===== src/rtl/motor_step_sequencer.sv =====
// motor_step_sequencer: queues move commands and emits a trapezoidal step_en pulse train for the H-bridge driver
// Ports: clk, PRESERN (sync, active-high reset); cmd_valid/cmd_ready/cmd_dir/cmd_steps push moves;
// drv_load/drv_counter/drv_dir hand each move to the driver; step_en pulses once per step;
// busy is high while loading, running or dwelling; move_done pulses when the dwell ends;
// fifo_count is the number of queued commands. Define MOTOR_STEP_ABORT_EN to add the abort input.
module motor_step_sequencer #(
    parameter int FIFO_DEPTH   = 4,
    parameter int START_PERIOD = 16,
    parameter int MIN_PERIOD   = 4,
    parameter int ACCEL_STEP   = 2,
    parameter int DWELL        = 8,
    parameter int PW           = 16
) (
    input  logic                          clk,
    input  logic                          PRESERN,
`ifdef MOTOR_STEP_ABORT_EN
    input  logic                          abort,
`endif
    input  logic                          cmd_valid,
    output logic                          cmd_ready,
    input  logic                          cmd_dir,
    input  logic [31:0]                   cmd_steps,
    output logic                          drv_load,
    output logic [31:0]                   drv_counter,
    output logic                          drv_dir,
    output logic                          step_en,
    output logic                          busy,
    output logic                          move_done,
    output logic [$clog2(FIFO_DEPTH):0]   fifo_count
);
    localparam int AW = $clog2(FIFO_DEPTH);
    typedef enum logic [1:0] {IDLE, LOAD, RUN, DWELL_ST} state_t;
    state_t        state;
    logic [32:0]   mem [FIFO_DEPTH];
    logic [AW-1:0] wr_ptr, rd_ptr;
    logic [32:0]   head;
    logic [PW-1:0] p, timer, ramp, p_nx;
    logic [31:0]   remaining, rem_nx;
    logic [PW:0]   p_up, p_dn;
    logic          push, pop, kill, decel, accel;
`ifdef MOTOR_STEP_ABORT_EN
    assign kill = abort;
`else
    assign kill = 1'b0;
`endif
    // Period update after a step: decelerate once the steps left fit inside the
    // ramp already climbed, otherwise accelerate until the floor; clamps in PW+1 bits.
    always_comb begin
        head      = mem[rd_ptr];
        cmd_ready = fifo_count < (AW+1)'(FIFO_DEPTH);
        push      = cmd_valid && cmd_ready && !kill;
        pop       = state == LOAD && !kill;
        busy      = state != IDLE;
        rem_nx    = remaining - 32'd1;
        p_up      = {1'b0, p} + (PW+1)'(ACCEL_STEP);
        p_dn      = {1'b0, p} - (PW+1)'(ACCEL_STEP);
        decel     = rem_nx <= 32'(ramp);
        accel     = p > PW'(MIN_PERIOD);
        p_nx      = decel ? (p_up > (PW+1)'(START_PERIOD) ? PW'(START_PERIOD) : p_up[PW-1:0])
                  : accel ? ((p_dn[PW] || p_dn < (PW+1)'(MIN_PERIOD)) ? PW'(MIN_PERIOD) : p_dn[PW-1:0])
                  : p;
    end
    always_ff @(posedge clk) begin
        if (PRESERN) begin
            state       <= IDLE;
            wr_ptr      <= '0;
            rd_ptr      <= '0;
            fifo_count  <= '0;
            drv_load    <= 1'b0;
            step_en     <= 1'b0;
            move_done   <= 1'b0;
            drv_counter <= '0;
            drv_dir     <= 1'b1;
            p           <= PW'(START_PERIOD);
            timer       <= '0;
            remaining   <= '0;
            ramp        <= '0;
        end else begin
            drv_load  <= 1'b0;
            step_en   <= 1'b0;
            move_done <= 1'b0;
            if (push) begin
                mem[wr_ptr] <= {cmd_dir, cmd_steps};
                wr_ptr      <= wr_ptr + AW'(1);
            end
            rd_ptr     <= kill ? wr_ptr : rd_ptr + AW'(pop);
            fifo_count <= kill ? '0 : fifo_count + (AW+1)'(push) - (AW+1)'(pop);
            if (kill) begin
                if (state != IDLE) begin
                    drv_load    <= 1'b1;
                    drv_counter <= '0;
                    timer       <= PW'(DWELL - 1);
                    state       <= DWELL_ST;
                end
            end else begin
                case (state)
                    IDLE: if (fifo_count != '0) state <= LOAD;
                    LOAD: begin
                        drv_load    <= 1'b1;
                        drv_dir     <= head[32];
                        drv_counter <= head[31:0];
                        remaining   <= head[31:0];
                        p           <= PW'(START_PERIOD);
                        ramp        <= '0;
                        timer       <= head[31:0] == '0 ? PW'(DWELL - 1) : PW'(START_PERIOD - 1);
                        state       <= head[31:0] == '0 ? DWELL_ST : RUN;
                    end
                    RUN: begin
                        if (timer == '0) begin
                            step_en   <= 1'b1;
                            remaining <= rem_nx;
                            if (rem_nx == '0) begin
                                timer <= PW'(DWELL - 1);
                                state <= DWELL_ST;
                            end else begin
                                p     <= p_nx;
                                timer <= p_nx - PW'(1);
                                ramp  <= decel ? ramp - PW'(1) : accel ? ramp + PW'(1) : ramp;
                            end
                        end else begin
                            timer <= timer - PW'(1);
                        end
                    end
                    DWELL_ST: begin
                        if (timer == '0) begin
                            move_done <= 1'b1;
                            state     <= IDLE;
                        end else begin
                            timer <= timer - PW'(1);
                        end
                    end
                endcase
            end
        end
    end
endmodule


===== config.mk =====
export PLATFORM = sky130hd
export DESIGN_NAME = motor_step_sequencer
export DESIGN_NICKNAME = d
export VERILOG_FILES = /design/src/rtl/motor_step_sequencer.sv
export SDC_FILE = /design/constraint.sdc
export NUM_CORES = 1
export LEC_CHECK = 0
export ABC_AREA = 0
export BUFFER_PORTS_ARGS = -buffer_cell sky130_fd_sc_hd__buf_2
export CAP_MARGIN = 20
export CORE_ASPECT_RATIO = 1.1
export CORE_MARGIN = 1.5
export CORE_UTILIZATION = 30
export DETAILED_ROUTE_END_ITERATION = 10
export GPL_TIMING_DRIVEN = 0
export PLACE_DENSITY = 0.44
export SYNTH_ARGS = -nofsm -noshare
export SYNTH_HDL_FRONTEND = slang
export SYNTH_SLANG_ARGS = --single-unit

===== constraint.sdc =====
create_clock -name clk -period 7.2 [get_ports clk]
set_input_delay 1.44 -clock clk [delete_from_list [all_inputs] [get_ports clk]]
set_output_delay 1.44 -clock clk [all_outputs]
set_load 0.1 [all_outputs]

**Yosys cells after proc, flatten, opt, wreduce, memory -nomap -nowiden**

Memories as Yosys holds them, arrays and structs flattened. A register that Yosys moved wholly into a read port is not among the register bits.
Cells that the tools add are included.

- Memory bits (writable): 132
- Memories kept: 1
- Bits of input ports: 36
- Flip-flop bits (word level): 125
- Output and inout bits: 41
- Word-level logic and storage cells: 90

- Equality and inequality tests: 10
- $add $sub $neg: 11
- Mux-type cells: 31
- Bitwise gates (word level): 2
- Magnitude comparators: 5
- Reductions and logical operators: 17

Memories:

| memory | words | bits a word | read ports | clocked after Yosys merged registers in | wr ports | RTL line | text |
|---|---|---|---|---|---|---|---|
| mem | 4 | 33 | 1 | 1 | 1 | 34 | `logic [32:0] mem [FIFO_DEPTH];` |

Operators with widths:

| kind | number |
|---|---|
| $mux 16 | 13 |
| $logic_not 32->1 | 2 |
| $pmux 16 s2 | 2 |
| $pmux 32 s2 | 1 |
| $pmux 16 s3 | 1 |
| $sub 16x1->16 const B | 3 |
| $le 32x16->1 | 1 |
| $mux 32 | 1 |
| $sub 32x1->32 const B | 1 |
| $add 16x2->17 const B | 1 |
| $gt 17x5->1 const B | 1 |
| $lt 17x3->1 const B | 1 |
| $sub 16x2->17 const B | 1 |
| $add 16x1->16 const B | 1 |
| $gt 16x3->1 const B | 1 |
| $logic_not 16->1 | 1 |
| $ne 2x2->1 const B | 6 |
| $mux 2 | 5 |
| $pmux 2 s4 | 1 |
| $reduce_and 4->1 | 2 |
| $mux 1 | 6 |
| $reduce_bool 3->1 | 2 |
| $eq 2x2->1 const B | 2 |
| $mux 4 | 1 |
| other kinds (15) | 19 |

**Longest topological paths before layout**

- Depth in word-level cells: 10
- Gate-level depth with buffers: 27
- Depth with buffers taken out: 24

**Worst setup path before layout**

No wires, ideal clock.

- Path type: reg2reg
- Start point: reg remaining[2]
- End point: reg ramp[15]
- Stages on the path, launching flop included: 26
- Data required time: 7.130 ns
- Setup slack: 1.706 ns
- Data arrival time: 5.424 ns
- Library setup time: 0.070 ns
- Clock period less this slack: 5.494 ns
- Cells stage by stage: dfxtp_1 nor4_2 buf_4 nand2_1 or3_1 clkbuf_1 nor4b_1 xor2_1 ha_1 and4_1 nand3_1 or4_1 o21ai_1 and4_1 buf_6 ha_1 a211o_1 o211ai_1 a2111o_1 a31oi_1 nand4_1 nand4b_1 a21oi_1 xnor2_1 mux2_2 a21oi_1

- Cells in the longest elaborated chain, start to end: 6

RTL lines:

| what | RTL line | text |
|---|---|---|
| start, declared | 38 | `logic [31:0] remaining, rem_nx;` |
| start signal, assigned | 102 | `remaining <= head[31:0];` |
| start signal, assigned | 111 | `remaining <= rem_nx;` |
| $sub 32x1->32 * | 54 | `rem_nx = remaining - 32'd1;` |
| $le 32x16->1 | 57 | `decel = rem_nx <= 32'(ramp);` |
| $mux 16 | 118 | `ramp <= decel ? ramp - PW'(1) : accel ? ramp + PW'(1) : ramp;` |
| $mux 16 | 112 | `if (rem_nx == '0) begin` |
| $mux 16 | 109 | `if (timer == '0) begin` |
| $pmux 16 s2 | 96 | `case (state)` |
| end signal, assigned | 118 |  |
| end, declared | 37 | `logic [PW-1:0] p, timer, ramp, p_nx;` |

Every way passes the cells marked *; elsewhere a longest branch is shown, timed or not. The select of a mux whose other input is x is not followed.
A chain may end at the register's enable or synchronous reset.

**Worst setup path after layout**

- Start point: reg remaining[0]
- End point: reg ramp[15]

Same word-level chain as after synthesis.

==> metrics <==
# setup viols final=0; Final period util=0.9110; number of synthesized flops with an enable pin=132; count leader, synth=nor2_1; Tightest Pin Transition=between 0.9 and 1 ns; outcome=finished clean; power per standard cell area=481.4 nW/um^2; remaining antenna violation count after routing=0; placed wire-length estimate=31150 microns; Syn Std Cell Area=13410 sq um; maxcap violations=0; Worst Hold Slack=0.4739 ns; WS Path Type=reg -> reg; initial antenna violation count=1; chip height=approximately 220 microns; Vias/cell=5.188; Starting Density=0.3028; Synth Instances=1294; drt wl/cell=roughly 21 microns; Worst VDD drop=0.3528 mV; root buf cell=clkbuf_16; total grt overflow=0; post-synthesis sequential area ratio=0.4822; DR pass1 iterations=6; HP Class=reg -> reg; syn_area_per_cell=10.36 sq um; num ports=77; I/O Buffers=76; Nets=1492; crit-path max cell delay=approximately 0.5 ns; Core ar.=44290 sq um; post-layout util=0.3528; post-CTS setup buffer count=0; top post-synthesis cells by area=edfxtp_1, dfxtp_1, mux4_2; total clock sinks=between 200 and 300; Synth Area in Simple Gates=0.1770; Routed WL=41430 microns; CP max stage cell=or4_1; Synth Area in Adders=0.04777; Seq cells post-synth=257; critical path capture point type=register; initial drt markers=just over 600; Total GRT Usage=0.1812; Overall Power=7.521 mW; Layout Skew=0.01774 ns; CP bufs+invs=4; min cycle time layout=between 6 and 7 ns; ys flop type=edfxtp_1; Synth Area in XOR/XNOR=0.03657; unrepaired setup endpoints after global routing=no; first-pass GRT wire length=64120 microns; Net Count, Synth=1380; main combinational cell family by area after synthesis=simple AND/OR/NAND/NOR gates; highest clock rate=152.5 MHz; number of global-route vias before repair=10382; setup TNS=0 ns; async set-reset flop share out of synthesis=0; FP Rows=81; area leader, netlist=edfxtp_1; Crit path max-delay family=simple AND/OR/NAND/NOR gates; Synth Area in Compound Gates=0.1281; fin. max-slew vios=0; final hold vios=0; most instantiated cells after synthesis=nor2_1, edfxtp_1, dfxtp_1; share of cells above drive strength 1=0.1364; largest net degree at the start of global routing=32; Die X=~200 microns; # hold bufs at CTS=0; Slew HR=0.3352; warnings from Yosys=0; Critical Path Source Type=register; Critical Path AT=about 7.1 ns; vias=10434; Synth cell types=82; Worst Path Required=just under 8 ns; worst skew pair latency=0.57 ns; synth-to-layout area growth=16.50%; CTS tree=yes; Max FO, Critical Path=23; mux share of post-synthesis cell area=0.09171; Final Wtd Congestion=0.8444; Die ar.=around 46000 sq um; post-synth top area share=0.2956; Clock Path Buffers=3; ANT cells=0; Worst-path clk slew=0.07 ns; CTS buffer count=30; DRC viols=0; LEAKAGE=5.566 nW; H-tree level count=1; crit-path most repeated cell=ha_1
worst reg2reg max path, delay by kind of cell, from the launching register on:
family | cells | cell delay [ns]
adders and majority gates | 3 | 0.77
buffers and inverters | 4 | 0.90
and+or+nand+nor | 9 | 2.22
xor gates and xnor gates | 2 | 0.34
muxes | 1 | 0.35
DFF | 1 | 0.39
AOI/OAI and AO/OA | 7 | 1.54
stage by stage:
stage | worst slack, ns | std cells | area [sq um]
after floorplan | 1.706 | 1294 | 13410
after global placement | 0.4032 | 1951 | 14520
after detailed placement | 0.4223 | 1955 | 14600
after CTS | 0.3714 | 2011 | 15620
after global routing | 0.1353 | 2011 | 15620
final | 0.6410 | 2011 | 15620
what timing repair did:
action	4_1_cts	5_1_grt
gates resized for setup	0	1
endpoints found under the hold margin	0	0
setup endpoints to repair	0	1
report_power, final:
group	switching [mW]	leakage [nW]	internal, mW
combinational	2.68	2.86	1.33
sequential	0.189	2.22	1.75
clock	0.619	0.494	0.950
cell type report:
class                           count  area, sq um
Buffer                             73        299.0
Clock buffer                       41        833.3
Timing Repair Buffer               80        460.4
Tap cell                          581        726.9
Multi-Input combinational cell    914         6464
Clock inverter                     15        181.4
Inverter                           50        192.7
Fill cell                        4491        28670
Sequential cell                   257         6466
registers in the layout, indices dropped and copies added, names as in the netlist:
register and flops:
drv_counter 32, drv_dir 1, drv_load 1, fifo_count 3, mem 132, move_done 1
p 16, ramp 16, rd_ptr 2, remaining 32, state 2, step_en 1
timer 16, wr_ptr 2
cell usage in the layout (no fill, tap or decap), types with 6 or more instances in the layout:
| cell type | count |
|---|---|
| a211oi_1 | 16 |
| a21o_1 | 7 |
| a21oi_1 | 78 |
| a311oi_1 | 11 |
| a31oi_1 | 14 |
| and2_1 | 8 |
| and3_1 | 7 |
| and4_1 | 7 |
| buf_1 | 17 |
| buf_2 | 81 |
| clkbuf_1 | 56 |
| clkbuf_16 | 31 |
| clkinv_2 | 6 |
| dfxtp_1 | 125 |
| edfxtp_1 | 132 |
| ha_1 | 48 |
| inv_1 | 49 |
| mux2i_1 | 43 |
| mux4_2 | 33 |
| nand2_1 | 110 |
| nand2b_1 | 8 |
| nand3_1 | 38 |
| nand3b_1 | 6 |
| nand4_1 | 16 |
| nand4b_1 | 7 |
| nor2_1 | 140 |
| nor2b_1 | 10 |
| nor3_1 | 37 |
| nor4_1 | 26 |
| o211ai_1 | 9 |
| o21ai_0 | 41 |
| o22ai_1 | 6 |
| o31ai_1 | 7 |
| or2_2 | 6 |
| or3_1 | 16 |
| or4_1 | 9 |
| xnor2_1 | 33 |
| xor2_1 | 23 |
logic make-up after synthesis:
logic type | count (synthesis)
compound gates | 254
buf+inv | 123
xor+xnor | 56
mux | 80
fa+ha+maj | 50
flops | 257
simple gates | 474
final timing paths:
path / slack (ns) / start / cells after the start / endpoint
setup / recovery: 0.64 / remaining[0] / 26 / ramp[15]
hold / removal: 0.47 / ramp[15] / 2 / ramp[15]
setup reg to reg: 0.64 / remaining[0] / 26 / ramp[15]
hold reg to reg: 0.47 / ramp[15] / 2 / ramp[15]
metal layers:
metal	GRT usage	vias to the layer above	routed length, microns
met3	0.02173	45	1343
met1	0.2282	5140	18020
met2	0.3288	176	21350
li1	-	5071	-
met5	0	-	12
met4	0.03937	2	704
No activity file was read; power rests on OpenSTA's default activity.
